$ cat src/rtl/vga_stream_disp.sv
// VGA timing generator with FWFT-FIFO pixel unpacker and sticky underflow detection.
// Optional colour-bar test pattern enabled by defining VGA_TESTPAT_EN.
module vga_stream_disp #(
  parameter int unsigned H_TOTAL    = 1664,
  parameter int unsigned H_SYNC     = 128,
  parameter int unsigned H_DE_START = 320,
  parameter int unsigned H_DE_END   = 1600,
  parameter int unsigned V_TOTAL    = 790,
  parameter int unsigned V_SYNC     = 7,
  parameter int unsigned V_DE_START = 43,
  parameter int unsigned V_DE_END   = 763,
  parameter bit          HSYNC_POL  = 1'b0,
  parameter bit          VSYNC_POL  = 1'b0,
  parameter int unsigned WORD_W     = 32,
  parameter int unsigned R_W        = 5,
  parameter int unsigned G_W        = 6,
  parameter int unsigned B_W        = 5
) (
  input  logic              vga_clk,
  input  logic              vga_rst,
  input  logic [WORD_W-1:0] rd_data,
  input  logic              rd_empty,
  output logic              rd_en,
  input  logic              ufl_clr,
`ifdef VGA_TESTPAT_EN
  input  logic              test_en,
`endif
  output logic              vga_hsync,
  output logic              vga_vsync,
  output logic              vga_de,
  output logic [R_W-1:0]    vga_r,
  output logic [G_W-1:0]    vga_g,
  output logic [B_W-1:0]    vga_b,
  output logic              frame_start,
  output logic              underflow
);

  localparam int unsigned PixW = R_W + G_W + B_W;
  localparam int unsigned Ppw  = WORD_W / PixW;
  localparam int unsigned HW   = $clog2(H_TOTAL);
  localparam int unsigned VW   = $clog2(V_TOTAL);
  localparam int unsigned PW   = (Ppw > 1) ? $clog2(Ppw) : 1;

  logic [HW-1:0]     h_q, h_d;
  logic [VW-1:0]     v_q, v_d;
  logic [PW-1:0]     pix_idx_q, pix_idx_d;
  logic [WORD_W-1:0] word_reg_q, word_reg_d, word_shift;
  logic              starve_q, starve_d;
  logic              underflow_q, underflow_d;
  logic              hsync_q, vsync_q, de_q, frame_start_q;
  logic [PixW-1:0]   rgb_q, pix;
  logic              h_wrap, de0, fetch, test_act;

`ifdef VGA_TESTPAT_EN
  localparam int unsigned BarW = (H_DE_END - H_DE_START) / 8;
  logic        test_q;
  logic [31:0] h_off;
  logic [2:0]  bar;
  assign test_act = test_q;
  assign h_off    = 32'(h_q) - H_DE_START;
  assign bar      = 3'(h_off / BarW);
`else
  assign test_act = 1'b0;
`endif

  always_comb begin
    h_wrap = (32'(h_q) == H_TOTAL - 1);
    de0    = (32'(h_q) >= H_DE_START) && (32'(h_q) < H_DE_END) &&
             (32'(v_q) >= V_DE_START) && (32'(v_q) < V_DE_END);
    fetch  = de0 && (pix_idx_q == '0);
    rd_en  = fetch && !rd_empty && !vga_rst && !test_act;

    h_d = h_wrap ? '0 : h_q + 1'b1;
    v_d = v_q;
    if (h_wrap) v_d = (32'(v_q) == V_TOTAL - 1) ? '0 : v_q + 1'b1;

    pix_idx_d = '0;
    if (de0) pix_idx_d = (32'(pix_idx_q) == Ppw - 1) ? '0 : pix_idx_q + 1'b1;

    word_shift = word_reg_q << (32'(pix_idx_q) * PixW);
    word_reg_d = rd_en ? rd_data : word_reg_q;
    starve_d   = (fetch && !test_act) ? rd_empty : starve_q;

    // Starved slots show black for the whole word rather than stale data.
    pix = '0;
    if (fetch) begin
      if (!rd_empty) pix = rd_data[WORD_W-1 -: PixW];
    end else if (!starve_q) begin
      pix = word_shift[WORD_W-1 -: PixW];
    end
`ifdef VGA_TESTPAT_EN
    if (test_act) pix = {{B_W{~bar[0]}}, {G_W{~bar[2]}}, {R_W{~bar[1]}}};
`endif

    underflow_d = underflow_q;
    if (ufl_clr) underflow_d = 1'b0;
    if (fetch && rd_empty && !test_act) underflow_d = 1'b1;
  end

  always_ff @(posedge vga_clk) begin
    if (vga_rst) begin
      h_q           <= '0;
      v_q           <= '0;
      pix_idx_q     <= '0;
      word_reg_q    <= '0;
      starve_q      <= 1'b0;
      underflow_q   <= 1'b0;
      hsync_q       <= ~HSYNC_POL;
      vsync_q       <= ~VSYNC_POL;
      de_q          <= 1'b0;
      rgb_q         <= '0;
      frame_start_q <= 1'b0;
`ifdef VGA_TESTPAT_EN
      test_q        <= 1'b0;
`endif
    end else begin
      h_q           <= h_d;
      v_q           <= v_d;
      pix_idx_q     <= pix_idx_d;
      word_reg_q    <= word_reg_d;
      starve_q      <= starve_d;
      underflow_q   <= underflow_d;
      hsync_q       <= (32'(h_q) < H_SYNC) ? HSYNC_POL : ~HSYNC_POL;
      vsync_q       <= (32'(v_q) < V_SYNC) ? VSYNC_POL : ~VSYNC_POL;
      de_q          <= de0;
      rgb_q         <= de0 ? pix : '0;
      frame_start_q <= (h_q == '0) && (v_q == '0);
`ifdef VGA_TESTPAT_EN
      // Mode only changes at the frame boundary so a frame is never mixed.
      if ((h_q == '0) && (v_q == '0)) test_q <= test_en;
`endif
    end
  end

  assign vga_hsync   = hsync_q;
  assign vga_vsync   = vsync_q;
  assign vga_de      = de_q;
  assign vga_r       = rgb_q[R_W-1:0];
  assign vga_g       = rgb_q[R_W +: G_W];
  assign vga_b       = rgb_q[PixW-1 -: B_W];
  assign frame_start = frame_start_q;
  assign underflow   = underflow_q;

endmodule

$ cat config.mk
export PLATFORM = sky130hd
export DESIGN_NAME = vga_stream_disp
export DESIGN_NICKNAME = d
export VERILOG_FILES = /design/src/rtl/vga_stream_disp.sv
export SDC_FILE = /design/constraint.sdc
export NUM_CORES = 1
export LEC_CHECK = 0
export BUFFER_PORTS_ARGS = -buffer_cell sky130_fd_sc_hd__buf_2
export CORE_MARGIN = 2
export CORE_UTILIZATION = 59
export CTS_BUF_LIST = sky130_fd_sc_hd__clkbuf_8
export DETAILED_ROUTE_END_ITERATION = 10
export GPL_TIMING_DRIVEN = 0
export PLACE_DENSITY_LB_ADDON = 0.2
export SLEW_MARGIN = 20
export SYNTH_ARGS = -nofsm -noshare
export SYNTH_HDL_FRONTEND = slang
export SYNTH_SLANG_ARGS = --single-unit
$ cat constraint.sdc
create_clock -name vga_clk -period 2.55 [get_ports vga_clk]
set_clock_uncertainty 0.05 [all_clocks]
set_input_delay 0.1275 -clock vga_clk [delete_from_list [all_inputs] [get_ports vga_clk]]
set_output_delay 0.1275 -clock vga_clk [all_outputs]
set_load 0.02 [all_outputs]
==> out/metrics.yaml, run 1 <==
outcome:
  status: "finished, violations left"
  violations: "hold timing"
logic_synthesis:
  syn_inst: 412
  synth_top_area_cell: "dfxtp_1"
  synth_edf_count: 0
  synth-async-reset-ratio: 0
  synth_area_per_cell_um2: 9.04
  yosysSeqAreaShare: 0.408
  synth_flop_cell: "dfxtp_1"
  synth_warnings: 0
  ys_types: 48
  synth_top_area_frac: 0.408
  synth.area.top_cells: "dfxtp_1 41%, a21oi_1 7.8%, o31ai_2 6.7%, nand4_1 6.0%, o31ai_1 6.0%"
  synth_nets: 453
  netlist_area_um2: 3730
  ys_seq_elements: 76
sta:
  finalHoldViolCount: 1
  setup_viol: 0
  timing.final.max_slew_violations: 0
  rsz0062_at_grt: "no"
  clock.fmax_mhz: 404
  tns_ns: 0
  fin_hold_ws_ns: -0.00533
  slew_headroom: 0.598
  fin_crit_sh: 0.971
  period_minus_slack_ns: 2.48
  max_slew.worst_pin.slew_ns: 0.602
  worst_slack_ns: 0.0738
run:
  drv_cap: 0
placed_design:
  io_buffers: 56
  placed_area_um2: 4100
  place_ws_ns: 0.241
  gp_congestion: 0.907
  dp_hpwl_mm: 6.98
floorplanning:
  core_area_um2: 6030
  pin_count: 58
  die_w_um: 83.5
  die_area_um2: 6970
  initial_core_util: 0.618
  die_h_um: 83.5
  fp-row-count: 28
global_route:
  grt_max_degree: 13
  grt_usage: 0.299
  grt_pass1_wl_mm: 17.0
  grt_overflow: 0
  first_global_vias: 3485
  antenna_found_initial: 0
critical_path:
  path_cells: "ha_1 -> o211ai_1 -> and3_1 -> buf_2 -> clkbuf_1 -> nor4_2 -> buf_2"
  critPathMaxFanout: 10
  max_stage_delay_ns: 0.40
  r2r_start: "v_q[0]"
  worst-setup-path-type: "reg -> out"
  r2r_setup_slack_ns: 0.11
  crit_required_ns: 2.37
  reg2reg_to: "rgb_q[5]"
  critPathCaptureType: "output pin"
  crit_top_cell: "buf_2"
  arrival_ns: 2.30
  startpoint_type: "flip-flop"
  rr_worst_depth: 7
  slowest_stage: "dfxtp_1"
power_and_ir_drop:
  total_power_mw: 2.37
  leakagePower_nw: 1.56
  powerDensity_nw_per_um2: 528
  ir_drop_uv: 316
cells_and_area:
  fin_area_um2: 4490
  nets: 534
  final_util: 0.745
  fill_cells: 457
  drive_gt1_frac: 0.243
  area_growth_pct: 20.4
  antenna_cells: 0
routing:
  dr.pass1.iters: 5
  drt_iter0_drc: 400
  postRouteAntennaNets: 0
  drt-vias-per-instance: 6.70
  totalWireLength_mm: 10.7
  vias: 3831
  wl_per_cell_um: 18.8
  drc: 0
clock_network:
  cts_buffers: 9
  clockBufferDepth: 2
  root_buffer: "clkbuf_8"
  post-cts-setup-buffer-count: 0
  clock_sinks: 76
  clk_pin_slew_ns: 0.08
  clkLatencyLatePin_ns: 0.35
  cts_max_level: 3
  cts_tree: "built"
min_path:
  hold_start: "rd_data[15]"
  holdCritPathClass: "in -> reg"
  min_to: "word_reg_q[15]"
  whs_path_depth: 3
-- through the flow --
step	hold WS [ns]	instances
after floorplan	0.227	412
after global placement	0.336	543
after detailed placement	0.344	543
after CTS	0.00210	572
after global routing	0.0254	572
final	-0.00533	572
-- how the worst max path moves through the flow --
stage | from | to | slack (ns)
2_1_floorplan | h_q[7] | rd_en | 0.38
3_3_place_gp | v_q[0] | rgb_q[14] | 0.31
3_5_place_dp | v_q[0] | rgb_q[5] | 0.24
4_1_cts | h_q[8] | rd_en | 0.05
5_1_grt | v_q[0] | rd_en | 0.009
6_report | v_q[0] | rd_en | 0.07
-- cell usage in the layout, fill, tap and decap left out, types with 2 or more instances in the layout --
master	count
a21oi_1	58
a31oi_1	2
and4_1	2
buf_2	70
buf_4	2
buf_6	4
bufinv_16	2
clkbuf_1	20
clkbuf_2	3
clkbuf_8	12
dfxtp_1	76
dlygate4sd3_1	14
ha_1	5
inv_1	10
mux2i_1	16
nand2_1	11
nand2b_1	2
nand3_1	10
nand3b_1	2
nand4_1	36
nand4b_1	2
nor2_1	31
nor2b_1	3
nor3_1	4
nor4_1	4
nor4_2	2
o211ai_1	2
o21a_1	2
o21ai_0	3
o31ai_1	30
o31ai_2	20
o41ai_1	5
or3_1	3
or4b_1	4
xnor2_1	4
xor2_1	4
-- flip-flops by register name, indices dropped and copies added (netlist names) --
register     cells
frame_start      1
h_q             11
pix_idx_q        1
rgb_q           16
starve_q         1
underflow        1
v_q             10
vga_de           1
vga_hsync        1
vga_vsync        1
word_reg_q      32
-- routing by layer --
layer | GRT usage | share of wire | wire length, um
met5 | 0 | 0 | 0
met4 | 0.138 | 0.033 | 360
met3 | 0.0475 | 0.093 | 1000
met2 | 0.464 | 0.45 | 4870
met1 | 0.409 | 0.42 | 4520
-- Yosys cell counts, drive strengths merged (2+ instances only) --
| library cell | instances |
|---|---|
| a21oi | 58 |
| a31oi | 2 |
| and4 | 2 |
| buf | 21 |
| clkbuf | 23 |
| dfxtp | 76 |
| ha | 5 |
| inv | 10 |
| mux2i | 16 |
| nand2 | 11 |
| nand2b | 2 |
| nand3 | 10 |
| nand3b | 2 |
| nand4 | 36 |
| nand4b | 2 |
| nor2 | 31 |
| nor2b | 3 |
| nor3 | 4 |
| nor4 | 6 |
| o211ai | 2 |
| o21a | 2 |
| o21ai | 5 |
| o31ai | 50 |
| o41ai | 5 |
| or3 | 3 |
| or4b | 5 |
| xnor2 | 4 |
| xor2 | 4 |
-- area by class of cell --
class	count	area, um2	share of cell area
clock buffers	12	165	0.0368
clock inverters	3	68.8	0.0153
repair buffers	70	420	0.0937
multi-input cells	282	1960	0.436
flip-flops and latches	76	1520	0.339
plain buffers	44	224	0.0499
well taps	75	93.8	0.0209
inverters	10	37.5	0.00837
-- critical path, delay by kind of cell (launching register included) --
kind,cells,cell delay [ns]
simple gates,2,0.50
compound gates,1,0.12
fa+ha+maj,1,0.27
buf+inv,3,0.64
flops,1,0.40
-- where the power goes --
part	leakage [nW]	internal, mW	total, mW	switching, mW
Clock	0.119	0.628	1.08	0.449
Combinational	0.823	0.0459	0.0916	0.0456
Sequential	0.613	1.19	1.20	0.00581
-- repair_timing --
action                                  CTS  global route
endpoints found under the setup margin    1             3
gates cloned                              0             0
hold buffers                             14             0
hold endpoints to repair                 14             0
gates resized for setup                   1             5
-- cells by family after synthesis --
family	Yosys count	share of synthesized area
xor+xnor	8	0.0188
compound gates	130	0.258
flops	76	0.408
buf+inv	54	0.0695
fa+ha+maj	5	0.0168
simple gates	123	0.186
mux	16	0.0430
Note: power is estimated with default switching activity, not from simulation.
==> run 2, diff against run 1 <==
PLACE_DENSITY = 0.86   (was unset)
PLACE_DENSITY_LB_ADDON = unset   (was 0.2)
SETUP_SLACK_MARGIN = 0.1   (was unset)
==> out/metrics.yaml, run 2 (synthesis gave the netlist of run 1 again) <==
sta:
  finalHoldViolCount: 0  # -1
  rsz0062_at_grt: "yes"
  tns_ns: 0  # unchanged
  clock.fmax_mhz: 417  # +3.3%
  setup_viol: 0  # unchanged
  fin_crit_sh: 0.940  # -0.0309
  slew_headroom: 0.594  # -0.00483
  period_minus_slack_ns: 2.40  # -0.0787 ns
  max_slew.worst_pin.slew_ns: 0.608  # +0.00599 ns
  timing.final.max_slew_violations: 0  # unchanged
power_and_ir_drop:
  power.share.switching: 0.207  # -0.00475
  switchingPower_uw: 518  # +3.4%
  leakagePower_nw: 1.61  # +3.7%
  seqPwrFrac: 0.479  # -0.027
  combPwrFrac: 0.040  # about the same
  clockPowerShare: 0.481  # +0.026
  ir_drop_uv: 423  # +34%
  powerDensity_nw_per_um2: 544  # +3.0%
  p_int_mw: 1.99  # +6.4%
cells_and_area:
  fill_cells: 420  # -8.1%
  final_util: 0.765  # +0.0199
  largest_register: "word_reg_q"
  top_regs: "word_reg_q (32), rgb_q (16), h_q (11)"
  regArea_um2: 1520  # unchanged
  final_cell_mix: "76 x dfxtp_1, 70 x buf_2, 58 x a21oi_1"
  antenna_cells: 0  # unchanged
  area_growth_pct: 23.6
  nets: 543  # +1.7%
  final_common_cell: "dfxtp_1"
  largest_reg_flops: 32  # unchanged
  multiInputGateArea_um2: 1960  # +0.26%
  drive_gt1_frac: 0.245  # +0.00160
outcome:
  status: "complete, no violations"
global_route:
  grt_pass1_wl_mm: 17.6  # +3.7%
  grt_usage: 0.315  # +0.0164
  antenna_found_initial: 0  # unchanged
  gr-usage-met3: 0.0643  # +0.0168
  met2_usage: 0.508  # +0.0440
  first_global_vias: 3646  # +4.6%
  grt_max_degree: 17  # +4
  use_met1: 0.405  # -0.00426
  grt_overflow: 0  # unchanged
  busiest_layer: "met2"
critical_path:
  reg2reg_to: "rgb_q[5]"
  arrival_ns: 2.22  # -0.08 ns
  critPathMaxFanout: 10  # unchanged
  crit_required_ns: 2.37  # about the same
  r2r_setup_slack_ns: 0.17  # +0.06 ns
  r2r_start: "v_q[0]"
  critPathCaptureType: "output pin"
  rr_worst_depth: 7  # unchanged
  worst-setup-path-type: "reg -> out"
  startpoint_type: "flip-flop"
clock_network:
  cts_buffers: 9  # unchanged
  clk_pin_slew_ns: 0.08  # about the same
  cts_max_level: 3  # unchanged
  cts_tree: "built"
  root_buffer: "clkbuf_8"
  clock_sinks: 76  # unchanged
  clkLatencyLatePin_ns: 0.37  # +0.02 ns
  clockBufferDepth: 2  # unchanged
routing:
  wl_per_cell_um: 19.2  # +2.2%
  postRouteAntennaNets: 0  # unchanged
  drc: 0  # unchanged
  vias: 3871  # +1.0%
  drt-vias-per-instance: 6.66  # -0.52%
  dr.pass1.iters: 7  # +2
  drt_iter0_drc: 453  # +13%
  totalWireLength_mm: 11.2  # +3.8%
run:
  drv_cap: 0  # unchanged
floorplanning:
  core_area_um2: 6030  # unchanged
  initial_core_util: 0.618  # unchanged
  fp-row-count: 28  # unchanged
  die_w_um: 83.5  # unchanged
  die_h_um: 83.5  # unchanged
  die_area_um2: 6970  # unchanged
  pin_count: 58  # unchanged
min_path:
  min_to: "word_reg_q[22]"
  hold_start: "rd_data[22]"
  whs_path_depth: 3  # unchanged
  holdCritPathClass: "in -> reg"
placed_design:
  io_buffers: 56  # unchanged
  gp_congestion: 0.908  # +0.19%
  dp_hpwl_mm: 6.91  # -1.0%
==> run 2: cell types whose count changed in the layout (fill, tap and decap cells not counted), sizes merged <==
cell	change
bufinv	+2
buf	+1
dlygate4sd3	+9
clkbuf	-4
inv	+1
==> run 2: area by class of cell <==
cell class	instances	share of cell area
clock buffer	9	0.0269
inverter	10	0.00815
timing repair buffer	80	0.112
sequential	76	0.330
tap	75	0.0204
buffer	43	0.0483
clock inverter	6	0.0280
multi-input combinational	282	0.426
==> run 2: how the worst max path moves through the flow <==
| stage | slack, ns | end | start |
|---|---|---|---|
| final | 0.15 | rd_en | h_q[8] |
| after global routing | 0.07 | word_reg_q[13] | v_q[0] |
| after CTS | 0.14 | rgb_q[5] | v_q[0] |
| after detailed placement | 0.20 | rgb_q[5] | v_q[0] |
| after global placement | 0.31 | rgb_q[14] | v_q[0] |
| after floorplan | 0.38 | rd_en | h_q[7] |
==> run 2: worst max-delay path, stage by stage (launching register included) <==
cell      delay, ns
dfxtp_1        0.31
buf_2          0.17
o311a_4        0.39
a2111o_1       0.43
buf_6          0.17
nor4_2         0.16
buf_2          0.21
==> run 2: per-stage QoR <==
step	total power, mW	instances	instance area (um2)	hold WS, ns	setup WS (ns)
floorplan	1.26	412	3730	0.227	0.384
global placement	1.30	543	4100	0.336	0.309
detailed placement	1.30	543	4100	0.343	0.201
CTS	2.50	581	4600	0.00642	0.138
global route	2.55	581	4610	0.0285	0.0721
finish	2.50	581	4610	0.0114	0.153
==> run 2: repair_timing <==
action,in CTS,in global routing
pin swaps,1,0
setup buffers,1,0
endpoints found under the hold margin,28,0
hold buffers,23,0
endpoints found under the setup margin,1,25
resized for setup,2,9
==> run 2: per-layer routing <==
metal	wire (um)	vias to the layer above
met2	5110	297
met3	1120	57
met4	466	0
met1	4460	1785
met5	0	-
li1	-	1732
==> run 2: power by group through the flow <==
stage	logic [mW]	clock network [mW]	registers, mW
2_1_floorplan	0.0271	0	1.23
3_3_place_gp	0.0702	0	1.23
3_5_place_dp	0.0713	0	1.23
4_1_cts	0.0987	1.20	1.20
5_1_grt	0.109	1.24	1.20
6_report	0.101	1.20	1.20
